<file path="src/rtl/nibble_pack_pkg.sv">
// Shared constants, sizing helpers and lane-state type for the nibble packer.
// The optional output parity port is enabled by defining NIBBLE_PACK_PARITY_EN.
package nibble_pack_pkg;

    function automatic int calc_npn(input int data_w, input int nib_w);
        return data_w / nib_w;
    endfunction

    // A single-nibble word still needs one select bit to keep port widths legal.
    function automatic int calc_sel_w(input int npn);
        return (npn > 1) ? $clog2(npn) : 1;
    endfunction

    localparam int DEF_DATA_W = 32;
    localparam int DEF_NIB_W  = 4;
    localparam int DEF_SEL_W  = calc_sel_w(calc_npn(DEF_DATA_W, DEF_NIB_W));

    typedef struct packed {
        logic [DEF_SEL_W-1:0]  cnt;
        logic [DEF_DATA_W-1:0] acc;
    } lane_state_t;

endpackage

</file>
<file path="src/rtl/nibble_pack_lane.sv">
// One packing lane: nibble mux, fill counter, accumulator and held output word.
// Optional parity output exists only when NIBBLE_PACK_PARITY_EN is defined.
module nibble_pack_lane
    import nibble_pack_pkg::*;
#(
    parameter int DATA_W = 32,
    parameter int NIB_W = 4,
    localparam int NPN = calc_npn(DATA_W, NIB_W),
    localparam int SEL_W = calc_sel_w(NPN)
) (
    input  logic              clk,
    input  logic              reset_L,
    input  logic              accept,
    input  logic              flush_go,
    input  logic [DATA_W-1:0] data_a,
    input  logic [DATA_W-1:0] data_b,
    input  logic [SEL_W-1:0]  sel_a_idx,
    input  logic [SEL_W-1:0]  sel_b_idx,
    input  logic              sel,
    input  logic              out_ready,
    output logic              out_valid,
    output logic [DATA_W-1:0] word
`ifdef NIBBLE_PACK_PARITY_EN
    ,
    output logic              parity
`endif
);

    typedef struct packed {
        logic [SEL_W-1:0]  cnt;
        logic [DATA_W-1:0] acc;
    } state_t;

    state_t           cur;
    state_t           filled;
    state_t           nxt;
    logic             emit;
    logic [NIB_W-1:0] nib;

    // Indices past the last nibble fall back to nibble 0.
    always_comb begin
        nib = data_a[NIB_W-1:0];
        if (sel) begin
            nib = data_b[NIB_W-1:0];
            if (int'(sel_b_idx) < NPN) begin
                nib = data_b[int'(sel_b_idx)*NIB_W +: NIB_W];
            end
        end else if (int'(sel_a_idx) < NPN) begin
            nib = data_a[int'(sel_a_idx)*NIB_W +: NIB_W];
        end
    end

    // The beat is packed before flush looks at the count.
    always_comb begin
        filled = cur;
        emit   = 1'b0;
        if (accept) begin
            filled.acc[int'(cur.cnt)*NIB_W +: NIB_W] = nib;
            if (int'(cur.cnt) == NPN - 1) begin
                emit = 1'b1;
            end else begin
                filled.cnt = cur.cnt + 1'b1;
            end
        end
        if (flush_go && (filled.cnt != '0)) begin
            emit = 1'b1;
        end
        nxt = emit ? '0 : filled;
    end

    always_ff @(posedge clk) begin
        if (!reset_L) begin
            cur       <= '0;
            out_valid <= 1'b0;
            word      <= '0;
        end else begin
            cur <= nxt;
            if (emit) begin
                out_valid <= 1'b1;
                word      <= filled.acc;
            end else if (out_ready) begin
                out_valid <= 1'b0;
            end
        end
    end

`ifdef NIBBLE_PACK_PARITY_EN
    always_ff @(posedge clk) begin
        if (!reset_L) begin
            parity <= 1'b0;
        end else if (emit) begin
            parity <= ^filled.acc;
        end
    end
`endif

endmodule

</file>
<file path="src/rtl/nibble_pack_sel.sv">
// Top of the multi-lane nibble packer: shared input handshake and lane slicing.
// Define NIBBLE_PACK_PARITY_EN to add the per-lane out_parity port.
module nibble_pack_sel
    import nibble_pack_pkg::*;
#(
    parameter int NUM_CH = 4,
    parameter int DATA_W = 32,
    parameter int NIB_W = 4,
    localparam int SEL_W = calc_sel_w(calc_npn(DATA_W, NIB_W))
) (
    input  logic                     clk,
    input  logic                     reset_L,
    input  logic                     in_valid,
    output logic                     in_ready,
    input  logic                     flush,
    input  logic [DATA_W-1:0]        data_a,
    input  logic [DATA_W-1:0]        data_b,
    input  logic [NUM_CH*SEL_W-1:0]  sel_a,
    input  logic [NUM_CH*SEL_W-1:0]  sel_b,
    input  logic [NUM_CH-1:0]        sel,
    output logic [NUM_CH-1:0]        out_valid,
    input  logic [NUM_CH-1:0]        out_ready,
    output logic [NUM_CH*DATA_W-1:0] nibble_out
`ifdef NIBBLE_PACK_PARITY_EN
    ,
    output logic [NUM_CH-1:0]        out_parity
`endif
);

    logic accept;
    logic flush_go;

    // Any lane still holding an unread word stalls every lane, keeping counts aligned.
    assign in_ready = &(~out_valid | out_ready);
    assign accept   = in_valid & in_ready;
    assign flush_go = flush & in_ready;

    for (genvar i = 0; i < NUM_CH; i++) begin : g_lane
        nibble_pack_lane #(
            .DATA_W(DATA_W),
            .NIB_W (NIB_W)
        ) u_lane (
            .clk      (clk),
            .reset_L  (reset_L),
            .accept   (accept),
            .flush_go (flush_go),
            .data_a   (data_a),
            .data_b   (data_b),
            .sel_a_idx(sel_a[i*SEL_W +: SEL_W]),
            .sel_b_idx(sel_b[i*SEL_W +: SEL_W]),
            .sel      (sel[i]),
            .out_ready(out_ready[i]),
            .out_valid(out_valid[i]),
            .word     (nibble_out[i*DATA_W +: DATA_W])
`ifdef NIBBLE_PACK_PARITY_EN
            ,
            .parity   (out_parity[i])
`endif
        );
    end

endmodule

</file>
<file path="config.mk">
export PLATFORM = sky130hd
export DESIGN_NAME = nibble_pack_sel
export DESIGN_NICKNAME = d
export VERILOG_FILES = /design/src/rtl/nibble_pack_pkg.sv /design/src/rtl/nibble_pack_lane.sv /design/src/rtl/nibble_pack_sel.sv
export SDC_FILE = /design/constraint.sdc
export NUM_CORES = 1
export LEC_CHECK = 0
export ABC_CLOCK_PERIOD_IN_PS = 7300
export BUFFER_PORTS_ARGS = -buffer_cell sky130_fd_sc_hd__buf_2
export CAP_MARGIN = 20
export CORE_MARGIN = 8
export CORE_UTILIZATION = 60
export DETAILED_ROUTE_END_ITERATION = 10
export GPL_TIMING_DRIVEN = 0
export PLACE_DENSITY = 0.95
export RECOVER_POWER = 50
export SYNTH_ARGS = -nofsm -noshare
export SYNTH_HDL_FRONTEND = slang
export SYNTH_SLANG_ARGS = --single-unit
</file>
<file path="constraint.sdc">
create_clock -name clk -period 7.3 [get_ports clk]
set_clock_uncertainty 0.15 [all_clocks]
set_input_delay 0.365 -clock clk [delete_from_list [all_inputs] [get_ports clk]]
set_output_delay 0.365 -clock clk [all_outputs]
set_load 0.05 [all_outputs]
</file>
==> metrics.txt, run 1 <==
Worst path slowest cell=nor4_1; Final Critical Period=3.21 ns; R2R cell count=9; Worst EP arrival=3.53 ns; worst flop-to-flop path startpoint=g_lane[1].u_lane.cur[32]$_SDFF_PP0_; Die H=159 um; Vias=10300; CTS Sinks=272; DR vias/cell=6.18; Max Fclk=0.311 GHz; Worst Path Max Fanout=9; CORE AREA=20100 um2; max cap viols=0; global-route wire length before repair=56700 um; Post-Syn Instances=1128; Setup crit start=g_lane[1].u_lane.cur[32]$_SDFF_PP0_; synthesis-to-layout area growth=17.1%; critical path endpoint category=register; Final Non-Filler Cells=1665; full die area=25200 um2; Final nets=1482; I/O pins=233; largest incremental delay on the critical path=0.63 ns; min-delay worst type=in2reg; Req. time, crit path=7.61 ns; most frequent cells in the layout=272 x dfxtp_1, 176 x clkbuf_1, 157 x nor2_1; Post-Route Setup TNS=0 ns; drt first pass iters=5; post-synth cell types=68; Starting Density=0.609; R2R setup slack=4.09 ns; Core Util, Final=0.713; cell accounting for the most synthesized area=dfxtp_1; Final Cycle Share=0.440; Yosys reg bits=272; clock slew at reported path FFs=0.06 ns; WL final=35800 um; CP Cell Sequence=clkbuf_1 > inv_1 > ha_1 > ha_1 > or4_4 > nor4_1 > a22oi_1 > nand2_1 > and2_1; Die Width=159 um; initial DRC count=893; Rel. slew slack=0.282; WP buf/inv=2; syn nets=1242; DP HPWL=26300 um; nature of the critical path startpoint=register; post-synthesis sequential area ratio=0.445; Synth Flop Type=dfxtp_1; maximum VDD drop=201 uV; dpl cells=1610; hold buffer count at CTS=0; asr flop ratio synth=0; HP Start=out_ready[2]; final max-slew violation count=0; synthesized cell area=12200 um2; GRT overflow=0; Leak Pwr=0.00538 uW; status=completed; TritonCTS clock tree=yes; Skew-Pair Late Insertion Delay=0.52 ns; Setup-failing EPs final=0; R2R Path End=g_lane[1].u_lane.cur[27]$_SDFF_PP0_; Worst-Margin Slew=1.08 ns; CP most frequent cell=ha_1; number of CTS-inserted buffers=26; vias in the first global route=10500; RSZ-0062 raised after global routing=no; Post-synth EDFFs=0; # DRC=0; Ys Warns=0; final hold viol count=0; CP endpoint=g_lane[1].u_lane.cur[27]$_SDFF_PP0_; layout cell share with drive strength beyond 1=0.185; Clk Tree Root Cell=clkbuf_16; CP Depth=9; initial antenna violation count=10; pin count of the biggest net entering global routing=15; IO buf count=212; WL/cell=21.5 um; post_cts resized=0; area share of the leading cell type in the synthesized netlist=0.445; largest delay contributor family on the critical path=simple AND/OR/NAND/NOR gates; power per cell area=247 nW/um2; RD Place Congestion=1.01; H-Tree Depth=1; gr usage total=0.272; post-CTS setup buffers=0; antenna-violating nets left=0; commonest non-fill, non-tap cell in the layout=dfxtp_1; largest cells by area after synthesis=dfxtp_1 44%, mux4_2 11%, mux2i_1 9.7%; maximum root-to-sink buffer count=3; kind of critical path=reg2reg; syn_area_per_cell=10.8 um2; cell row count=52
report_power, final:
part | leakage, uW | switching, uW | total, uW | internal (uW)
sequential | 0.00219 | 21.2 | 1540 | 1510
clock | 0.000427 | 562 | 1380 | 817
combinational | 0.00276 | 411 | 631 | 220
stage by stage:
step                      total power [uW]  instance area, um2  hold slack [ns]  setup slack, ns
after floorplan                       2010               12200            0.306             4.72
after global placement                2170               13600            0.290             4.51
after detailed placement              2190               13600            0.291             4.36
after CTS                             3560               14500           0.0104             4.37
after global routing                  3660               14300           0.0275             3.81
final                                 3550               14300           0.0264             4.09
cell usage after synthesis, types with 4 or more instances:
cell type / instances
dfxtp_1: 272
nor2_1: 157
o2bb2ai_1: 121
mux2i_1: 119
mux4_2: 58
nand2_1: 47
buf_2: 34
clkbuf_1: 22
a21oi_1: 21
inv_1: 19
nand3_1: 19
a221oi_1: 16
ha_1: 14
nor2b_1: 13
buf_1: 11
mux2_2: 11
a211oi_1: 10
and2_1: 10
buf_4: 10
o22ai_1: 9
a22o_1: 8
a22oi_1: 8
nand2b_1: 8
and3_1: 7
nor3_1: 7
nor3_2: 7
nor4_1: 7
or3_1: 5
or4_1: 5
clkbuf_2: 4
nand3b_1: 4
nand4b_1: 4
or4_4: 4
xnor2_1: 4
how the worst min path moves through the flow:
stage	to	slack (ns)	cells past startpoint
after floorplan	g_lane[0].u_lane.cur[0]$_SDFF_PP0_	0.31	2
after global placement	g_lane[1].u_lane.word[1]$_SDFFE_PN0P_	0.29	1
after detailed placement	g_lane[3].u_lane.word[29]$_SDFFE_PN0P_	0.29	1
after CTS	g_lane[2].u_lane.out_valid$_SDFFE_PN0P_	0.01	3
after global routing	g_lane[2].u_lane.out_valid$_SDFFE_PN0P_	0.03	3
final	g_lane[2].u_lane.out_valid$_SDFFE_PN0P_	0.03	3
cell families after synthesis:
logic type	count (synthesis)	synth area share
AOI/OAI and AO/OA	218	0.146
xor gates and xnor gates	4	0.00286
adders and majority gates	14	0.0143
buffers and inverters	105	0.0410
DFF	272	0.445
muxes	188	0.214
and+or+nand+nor	327	0.137
layer usage:
layer	share of wire	vias up	GRT usage
met2	0.49	519	0.469
met1	0.39	4971	0.326
li1	-	4691	-
met4	0.038	2	0.111
met5	0.00036	-	0
met3	0.079	106	0.0566
state kept, by name, summed over array words and instances, names as in the netlist:
name	cells
g_lane.u_lane.cur	140
g_lane.u_lane.word	128
g_lane.u_lane.out_valid	4
cell type report:
cell class / instances / area (um2)
clock inverter: 9 / 126
antenna: 8 / 20.0
clock buffer: 38 / 747
sequential: 272 / 5450
multi-input combinational: 751 / 6270
fill: 1501 / 5780
timing repair buffer: 212 / 895
buffer: 84 / 404
tap: 270 / 338
inverter: 21 / 78.8
worst reg2reg max path: stages (launching register included):
cell and delay (ns):
dfxtp_1 0.36, clkbuf_1 0.33, inv_1 0.18, ha_1 0.24, ha_1 0.23, or4_4 0.58, nor4_1 0.63, a22oi_1 0.16
nand2_1 0.17, and2_1 0.14
No activity file was read; power rests on OpenSTA's default activity.
==> inputs of run 2 (changes only) <==
ABC_CLOCK_PERIOD_IN_PS = 3000   (was 7300)
CORE_UTILIZATION = 56   (was 60)
PLACE_DENSITY = 0.93   (was 0.95)
clock period = 3 ns   (was 7.3 ns; I/O delays follow)
==> run 2 against run 1 <==
Compared with the run above: worst setup slack worse by 4.0 ns; non-clock buffer count up 5; critical path depth unchanged; utilization down 4.7 points; highest routed layer unchanged; sequential power up 140%; routed wire length down 1.4%; critical path type unchanged; clock power up 130%; worst hold slack better by 0.040 ns; sequential cell count unchanged; combinational power up 150%; via count down 1.0%; sequential share of layout area down 0.20 points.
==> metrics.txt, run 2 (synthesis gave the netlist of run 1 again) <==
DR vias/cell=6.08 (was 6.18); nature of the critical path startpoint=register (unchanged); commonest non-fill, non-tap cell in the layout=dfxtp_1 (unchanged); WL/cell=21.1 um (was 21.5 um); drt first pass iters=5 (unchanged); WL final=35300 um (was 35800 um); WHS Path Cells=4 (was 3); Max Fclk=0.347 GHz (was 0.311 GHz); dpl cells=1620 (was 1610); synthesis-to-layout area growth=17.7% (was 17.1%); Reg area=5450 um2 (unchanged); CORE AREA=21600 um2 (was 20100 um2); Die H=164 um (was 159 um); gr usage total=0.258 (was 0.272); largest delay contributor family on the critical path=simple AND/OR/NAND/NOR gates (unchanged); HP Start=flush (was out_ready[2]); power per cell area=589 nW/um2 (was 247 nW/um2); Regs by FF count=g_lane.u_lane.cur x140, g_lane.u_lane.word x128, g_lane.u_lane.out_valid x4 (unchanged); H-Tree Depth=1 (unchanged); R2R setup slack=0.12 ns (was 4.09 ns); Worst-Margin Slew=1.11 ns (was 1.08 ns); kind of critical path=reg2reg (unchanged); Worst path slowest cell=or4_1 (was nor4_1); DP HPWL=26300 um (about the same); max FFs per register=140 (unchanged); met2 usage=0.437 (was 0.469); Die Width=164 um (was 159 um); clock slew at reported path FFs=0.06 ns (about the same); cell row count=54 (was 52); WHS Endpoint=g_lane[3].u_lane.out_valid$_SDFFE_PN0P_ (was g_lane[2].u_lane.out_valid$_SDFFE_PN0P_); Post-Route Setup TNS=0 ns (unchanged); CP Cell Sequence=clkbuf_4 > inv_1 > ha_1 > ha_1 > or3_1 > or4_1 > nor2_1 > a221oi_1 > o2bb2ai_1 (was clkbuf_1 > inv_1 > ha_1 > ha_1 > or4_4 > nor4_1 > a22oi_1 > nand2_1 > and2_1); Skew-Pair Late Insertion Delay=0.53 ns (was 0.52 ns); min-delay worst type=in2reg (unchanged); initial DRC count=867 (was 893); Top reg by flops=g_lane.u_lane.cur (unchanged); IO buf count=212 (unchanged); global route hottest layer=met2 (unchanged); TritonCTS clock tree=yes (unchanged); Setup-failing EPs final=0 (unchanged); Final Non-Filler Cells=1674 (was 1665); GR Util met1=0.321 (was 0.326); final max-slew violation count=0 (unchanged); Worst EP arrival=3.17 ns (was 3.53 ns); most frequent cells in the layout=272 x dfxtp_1, 159 x clkbuf_1, 157 x nor2_1 (was 272 x dfxtp_1, 176 x clkbuf_1, 157 x nor2_1); R2R cell count=9 (unchanged); global-route wire length before repair=56200 um (was 56700 um); initial antenna violation count=4 (was 10); critical path endpoint category=register (unchanged); maximum root-to-sink buffer count=3 (unchanged); max cap viols=0 (unchanged); Worst Path Max Fanout=9 (unchanged); I/O pins=233 (unchanged); vias in the first global route=10600 (was 10500); RSZ-0062 raised after global routing=no (unchanged); pin count of the biggest net entering global routing=15 (unchanged); setup ws final=0.121 ns (was 4.09 ns); # DRC=0 (unchanged); Multi-input gate area=6310 um2 (was 6270 um2); largest incremental delay on the critical path=0.60 ns (was 0.63 ns); Req. time, crit path=3.29 ns (was 7.61 ns); Final Critical Period=2.88 ns (was 3.21 ns); status=completed (unchanged); GRT overflow=0 (unchanged); R2R Path End=g_lane[1].u_lane.word[9]$_SDFFE_PN0P_ (was g_lane[1].u_lane.cur[27]$_SDFF_PP0_); M3 GR Usage=0.0571 (was 0.0566); CP most frequent cell=ha_1 (unchanged); Core Util, Final=0.666 (was 0.713); full die area=26800 um2 (was 25200 um2); RD Place Congestion=0.957 (was 1.01); worst flop-to-flop path startpoint=g_lane[1].u_lane.cur[32]$_SDFF_PP0_ (unchanged); Tot Pwr=8480 uW (was 3550 uW); Leak Pwr=0.00543 uW (was 0.00538 uW); final hold viol count=0 (unchanged); WP buf/inv=2 (unchanged); pre-CTS setup slack=0.152 ns (was 4.36 ns); Final nets=1487 (was 1482); Clk Tree Root Cell=clkbuf_16 (unchanged); Layout fillers=1661 (was 1501); Final Cycle Share=0.960 (was 0.440); Vias=10200 (was 10300); Rel. slew slack=0.257 (was 0.282); CTS Sinks=272 (unchanged); maximum VDD drop=390 uV (was 201 uV); number of CTS-inserted buffers=26 (unchanged); Starting Density=0.566 (was 0.609); antenna-violating nets left=0 (unchanged); layout cell share with drive strength beyond 1=0.200 (was 0.185)
==> run 2: cell count changes in the layout (fill, tap and decap cells not counted), moves of 2 or more <==
cell           before  now
buf_2             101  105
bufinv_16           3    1
clkbuf_1          176  159
clkbuf_2            4   13
clkbuf_8            3    5
clkinv_2            4    6
diode_2             8    2
dlygate4sd3_1       0    6
nor4_1              7    3
nor4_2              0    4
==> run 2: how the worst max path moves through the flow <==
stage / from / depth (start not counted) / slack (ns) / to
floorplan: g_lane[1].u_lane.cur[32]$_SDFF_PP0_ / 9 / 0.42 / g_lane[1].u_lane.word[20]$_SDFFE_PN0P_
global placement: g_lane[1].u_lane.cur[32]$_SDFF_PP0_ / 10 / 0.21 / g_lane[1].u_lane.word[18]$_SDFFE_PN0P_
detailed placement: g_lane[1].u_lane.cur[32]$_SDFF_PP0_ / 10 / 0.15 / g_lane[1].u_lane.cur[30]$_SDFF_PP0_
CTS: g_lane[1].u_lane.cur[32]$_SDFF_PP0_ / 10 / 0.09 / g_lane[1].u_lane.word[13]$_SDFFE_PN0P_
global route: g_lane[2].u_lane.cur[32]$_SDFF_PP0_ / 9 / 0.007 / g_lane[2].u_lane.cur[3]$_SDFF_PP0_
finish: g_lane[1].u_lane.cur[32]$_SDFF_PP0_ / 9 / 0.12 / g_lane[1].u_lane.word[9]$_SDFFE_PN0P_
==> run 2: cell type report <==
| type | instances | area share |
|---|---|---|
| multi-input combinational | 751 | 0.438 |
| sequential | 272 | 0.378 |
| timing repair buffer | 218 | 0.0663 |
| clock buffer | 37 | 0.0515 |
| buffer | 83 | 0.0295 |
| tap | 280 | 0.0243 |
| clock inverter | 10 | 0.00643 |
| inverter | 21 | 0.00547 |
| antenna | 2 | 0.000348 |
==> run 2: repair_timing <==
action,in CTS,in global routing
endpoints found under the hold margin,13,0
buffers inserted,0,0
endpoints found under the setup margin,0,48
hold buffers,6,0
gates resized for setup,0,18
==> run 2: per-stage QoR <==
step,area (um2),hold slack (ns)
after CTS,14500,0.0516
after detailed placement,13600,0.292
final,14400,0.0665
after global placement,13600,0.293
after global routing,14400,0.0941
after floorplan,12200,0.230
==> run 2: worst min-delay path: cells and delay by family <==
family / cells / cell delay, ns
buf+inv: 1 / 0.15
compound gates: 3 / 0.40
==> run 2: per-layer routing <==
metal	share of wire	vias to the layer above
li1	-	4705
met1	0.41	4905
met2	0.48	462
met3	0.082	104
met4	0.029	6
met5	0.00088	-
==> run 2: power by group <==
| group | internal, uW | switching (uW) |
|---|---|---|
| sequential | 3690 | 52.8 |
| combinational | 550 | 1010 |
| clock | 1810 | 1370 |
